### src/rtl/stream_rr_arbiter.sv
// Four-port round-robin stream arbiter with burst-limited grants and a one-entry output register.
// Optional STREAM_ARB_SRC_TAG_EN adds a src_id register tagging each output beat with its source port.
module stream_rr_arbiter #(
  parameter int DATA_WIDTH = 32,
  parameter int MAX_BURST  = 4
) (
  input  logic                  clk,
  input  logic                  resetn,
  input  logic                  val_in1,
  input  logic                  val_in2,
  input  logic                  val_in3,
  input  logic                  val_in4,
  output logic                  ready_upward1,
  output logic                  ready_upward2,
  output logic                  ready_upward3,
  output logic                  ready_upward4,
  input  logic [DATA_WIDTH-1:0] din1,
  input  logic [DATA_WIDTH-1:0] din2,
  input  logic [DATA_WIDTH-1:0] din3,
  input  logic [DATA_WIDTH-1:0] din4,
  output logic                  val_out,
  input  logic                  ready_downward,
  output logic [DATA_WIDTH-1:0] dout,
`ifdef STREAM_ARB_SRC_TAG_EN
  output logic [1:0]            src_id,
`endif
  output logic [3:0]            grant
);

  typedef enum logic [0:0] {IDLE = 1'b0, GRANT = 1'b1} state_t;

  state_t                       state;
  logic [7:0]                   cnt;
  logic [1:0]                   last;
  logic [3:0]                   vin;
  logic [3:0]                   rdy;
  logic [3:0][DATA_WIDTH-1:0]   din_a;
  logic                         load_en;
  logic                         xfer;
  logic                         gval;
  logic [1:0]                   gidx;
  logic                         pick_vld;
  logic [1:0]                   pick_idx;
  logic [1:0]                   idx;

  assign vin     = {val_in4, val_in3, val_in2, val_in1};
  assign din_a   = {din4, din3, din2, din1};
  assign load_en = !val_out || ready_downward;
  // grant is zero in IDLE, so this alone keeps every ready low there
  assign rdy     = grant & {4{load_en}};
  assign xfer    = |(vin & rdy);
  assign gval    = |(vin & grant);

  assign ready_upward1 = rdy[0];
  assign ready_upward2 = rdy[1];
  assign ready_upward3 = rdy[2];
  assign ready_upward4 = rdy[3];

  always_comb begin
    gidx = 2'd0;
    for (int i = 0; i < 4; i++)
      if (grant[i]) gidx = 2'(i);
  end

  // Scan last+4 down to last+1 so the nearest valid port after last wins.
  always_comb begin
    pick_vld = 1'b0;
    pick_idx = last;
    idx      = last;
    for (int k = 4; k >= 1; k--) begin
      idx = last + 2'(k);
      if (vin[idx]) begin
        pick_vld = 1'b1;
        pick_idx = idx;
      end
    end
  end

  always_ff @(posedge clk) begin
    if (!resetn) begin
      state   <= IDLE;
      grant   <= 4'b0000;
      cnt     <= 8'd0;
      last    <= 2'd3;
      val_out <= 1'b0;
      dout    <= '0;
`ifdef STREAM_ARB_SRC_TAG_EN
      src_id  <= 2'd0;
`endif
    end else begin
      if (xfer) begin
        dout    <= din_a[gidx];
        val_out <= 1'b1;
`ifdef STREAM_ARB_SRC_TAG_EN
        src_id  <= gidx;
`endif
      end else if (ready_downward) begin
        val_out <= 1'b0;
      end

      case (state)
        IDLE: begin
          if (pick_vld) begin
            grant <= 4'(1) << pick_idx;
            last  <= pick_idx;
            cnt   <= 8'd0;
            state <= GRANT;
          end
        end
        GRANT: begin
          if (!gval || (xfer && cnt == 8'(MAX_BURST - 1))) begin
            grant <= 4'b0000;
            state <= IDLE;
          end else if (xfer) begin
            cnt <= cnt + 8'd1;
          end
        end
        default: state <= IDLE;
      endcase
    end
  end

endmodule

### config.mk
export PLATFORM = sky130hd
export DESIGN_NAME = stream_rr_arbiter
export DESIGN_NICKNAME = d
export VERILOG_FILES = /design/src/rtl/stream_rr_arbiter.sv
export SDC_FILE = /design/constraint.sdc
export NUM_CORES = 1
export LEC_CHECK = 0
export ABC_AREA = 1
export BUFFER_PORTS_ARGS = -buffer_cell sky130_fd_sc_hd__buf_2
export CAP_MARGIN = 10
export CORE_MARGIN = 4
export CORE_UTILIZATION = 25
export DETAILED_ROUTE_END_ITERATION = 8
export PLACE_DENSITY_LB_ADDON = 0.2
export SETUP_SLACK_MARGIN = 0.1
export SKIP_CTS_REPAIR_TIMING = 1
export SYNTH_ARGS = -nofsm -noshare
export SYNTH_HDL_FRONTEND = slang
export SYNTH_SLANG_ARGS = --single-unit
### constraint.sdc
create_clock -name clk -period 1.48 [get_ports clk]
set_clock_uncertainty 0.15 [all_clocks]
set_input_delay 0.444 -clock clk [delete_from_list [all_inputs] [get_ports clk]]
set_output_delay 0.444 -clock clk [all_outputs]
set_load 0.05 [all_outputs]
==> out/results.ini <==
[outcome]
status = finished, violations left
violations = negative setup slack

[route]
via_per_inst = 4.839
drc = 0
antenna_left = 0
via_count = 4079
drt_iter0_markers = 184
drt_pass1_iterations = 4
finalWirelength_mm = 12.27
drt-wirelength-per-cell_um = 14.55

[placed_design]
dp.final_hpwl_mm = 8.899
dp_slack_ns = -0.3453
gp_congestion = 0.7919
port_buffers = 175

[sta]
worst_pin_slew_ns = 0.3036
slew_violations = 0
fin_crit_ns = 1.869
finalWorstSetupSlack_ns = -0.3887
post-route-period-util_pct = 126.3
clock.fmax_mhz = 535.1
fin_setup_tns_ns = -10.91
fin_hold_ws_ns = 0.3576
rsz0062_at_grt = yes
setup_viol = 54
hold_viol = 0
max_slew_margin_pct = 79.74

[floorplanning]
io_pins = 176
die_h_um = 117.1
die_w_um = 117.1
die_area_um2 = 13720
rows = 39
floorplan.initialDensity_pct = 25.85
coreArea_um2 = 11520

[logic_synthesis]
ys_types = 27
avgSynthCellArea_um2 = 6.100
syn-cell-area_um2 = 2977
synth-seq-cells = 48
yosys_warnings = 0
syn_nets = 624
synthCells = 488
ys_seq_area_share_pct = 32.28

[worst_setup_path]
crit_required_ns = 0.89
path_max_fanout = 4
cpMaxStageDelayCell = dfxtp_4
cp_data_arrival_time_ns = 1.27
crit_chain = inv_2, or2_4, clkinvlp_4, buf_12, nor2_4, buf_6
worstSetupPathType = flip-flop to primary output
cp-end-kind = primary output
max_stage_delay_ns = 0.35
cp-start-kind = flip-flop

[pwr]
power_frac_comb_pct = 74.6
power_density_nw_per_um2 = 2412
vdd_drop_max_uv = 827.4
p_sw_share_pct = 50.07
seqPwrFrac_pct = 17.6
p_clk_share_pct = 7.8
p_switching_w = 0.006838
power.internal_w = 0.006819
total_power_w = 0.01366
power_leakage_nw = 2.507

[clock_tree]
numClockSinks = 48
clk_pin_slew_ns = 0.06
cts_root_buffer = clkbuf_16
cts_tree = done
htree_levels = 2
clkLatencyLatePin_ns = 0.28
ctsLongestPathBuffers = 2
cts_buffers = 5

[layout]
drive_gt1_share_pct = 55.71
syn_to_final_growth_pct = 90.25
diodes = 0
final_nets = 836

[grt]
antenna_found_initial = 0
grt_overflow = 0
grt_pass1_wl_mm = 16.66
grt_usage_pct = 15.16
grt_pass1_vias = 3562
grt_max_degree = 30

[run]
cap_violations = 0

[hold_path]
min_path_type = flip-flop to flip-flop

-- critical path, delay by kind of cell, from the launching register on --
kind,cells,cell delay [ns]
flops,1,0.35
simple gates,2,0.26
buf+inv,4,0.37
-- synth_stat cells --
cell        n  area, um^2
a21oi_1    15       75.07
a21oi_2     1       8.760
and3_1      1       6.260
and3b_1     1       8.760
buf_2       7       35.03
buf_4       2       15.01
clkbuf_1   21       78.83
dfxtp_1    48       960.9
ha_1        1       12.51
inv_1      22       82.58
inv_2       3       11.26
nand2_1    51       191.4
nand2_2     1       6.260
nand2_4     1       11.26
nand3_1    17       85.08
nand3_4     1       17.52
nand4_1     3       18.77
nor2_1    146       548.0
nor2_2      1       6.260
nor2_4      2       22.52
nor3b_1     1       7.510
o21ai_0    90       450.4
o21ai_1    15       75.07
o22ai_1    32       200.2
or2_2       1       6.260
xnor2_1     1       8.760
xor2_1      3       26.28
-- cell usage in the layout, fill, tap and decap left out, types with 2 or more instances in the layout --
cell,Yosys,routed
buf_2,7,134
nor2_1,146,107
o21ai_0,90,66
buf_8,0,39
buf_4,2,39
dfxtp_2,0,34
o21ai_1,15,32
o22ai_1,32,32
nand2_1,51,28
nor2_4,2,25
nor2_2,1,17
nand2_2,1,15
inv_1,22,12
buf_6,0,12
nand2_4,1,9
buf_12,0,9
nand3_2,0,8
nand3_1,17,8
a21oi_1,15,8
inv_2,3,7
a21oi_2,1,7
clkbuf_16,0,7
dfxtp_1,48,7
dfxtp_4,0,7
o21ai_2,0,4
o21ai_4,0,3
nand4_1,3,3
xor2_1,3,3
inv_4,0,2
nand3_4,1,2
-- logic make-up (layout without fill, tap and decap cells) --
group           after synthesis  after routing  synth area share [%]
xor+xnor                      4              4                 1.177
simple gates                227            227                 31.44
buf+inv                      55            267                 7.482
compound gates              153            153                 27.20
flops                        48             48                 32.28
fa+ha+maj                     1              1                0.4203
-- cell type report --
cell class | instances | area [um^2]
clock buffers | 6 | 128.9
clock inverters | 1 | 5.005
fillers | 1141 | 5853
inverters | 25 | 127.6
multi-input cells | 385 | 2278
flip-flops and latches | 48 | 1030
well taps | 143 | 178.9
repair buffers | 235 | 1914
-- stage by stage --
stage	cells	area (um^2)	utilization, %
CTS	829	4639	40.29
global placement	822	4506	39.12
global route	843	5663	49.17
floorplan	488	3189	-
finish	843	5663	49.17
detailed placement	822	4506	39.12
-- worst paths after layout --
| check | end | startpoint | slack, ns | cells after the start |
|---|---|---|---|---|
| max | ready_upward3 | val_out$_SDFFE_PN0P_ | -0.39 | 6 |
| min | dout[7]$_SDFFE_PN0P_ | dout[7]$_SDFFE_PN0P_ | 0.36 | 2 |
| max reg2reg | dout[1]$_SDFFE_PN0P_ | val_out$_SDFFE_PN0P_ | -0.28 | 10 |
| min reg2reg | dout[7]$_SDFFE_PN0P_ | dout[7]$_SDFFE_PN0P_ | 0.36 | 2 |
-- sequential cells by signal, summed over array words and instances (netlist names) --
signal and flops:
last 2, dout 32, val_out 1, cnt 8, grant 4, state 1
-- power groups by stage --
stage / Clock, W / Sequential [W] / Combinational, W
final: 0.00107 / 0.00240 / 0.0102
after floorplan: 0 / 0.00358 / 0.00379
after CTS: 0.00113 / 0.00211 / 0.00754
after detailed placement: 0 / 0.00213 / 0.00751
after global placement: 0 / 0.00212 / 0.00742
after global routing: 0.00118 / 0.00246 / 0.0109
-- metal layers --
| metal | wire [um] | share of wire [%] | global-route usage, % |
|---|---|---|---|
| met1 | 5105 | 42 | 18.82 |
| met2 | 6307 | 51 | 27.38 |
| met3 | 794 | 6.5 | 2.982 |
| met4 | 60 | 0.49 | 2.829 |
| met5 | 0 | 0 | 0 |
Power figures use the tool's default switching activity.
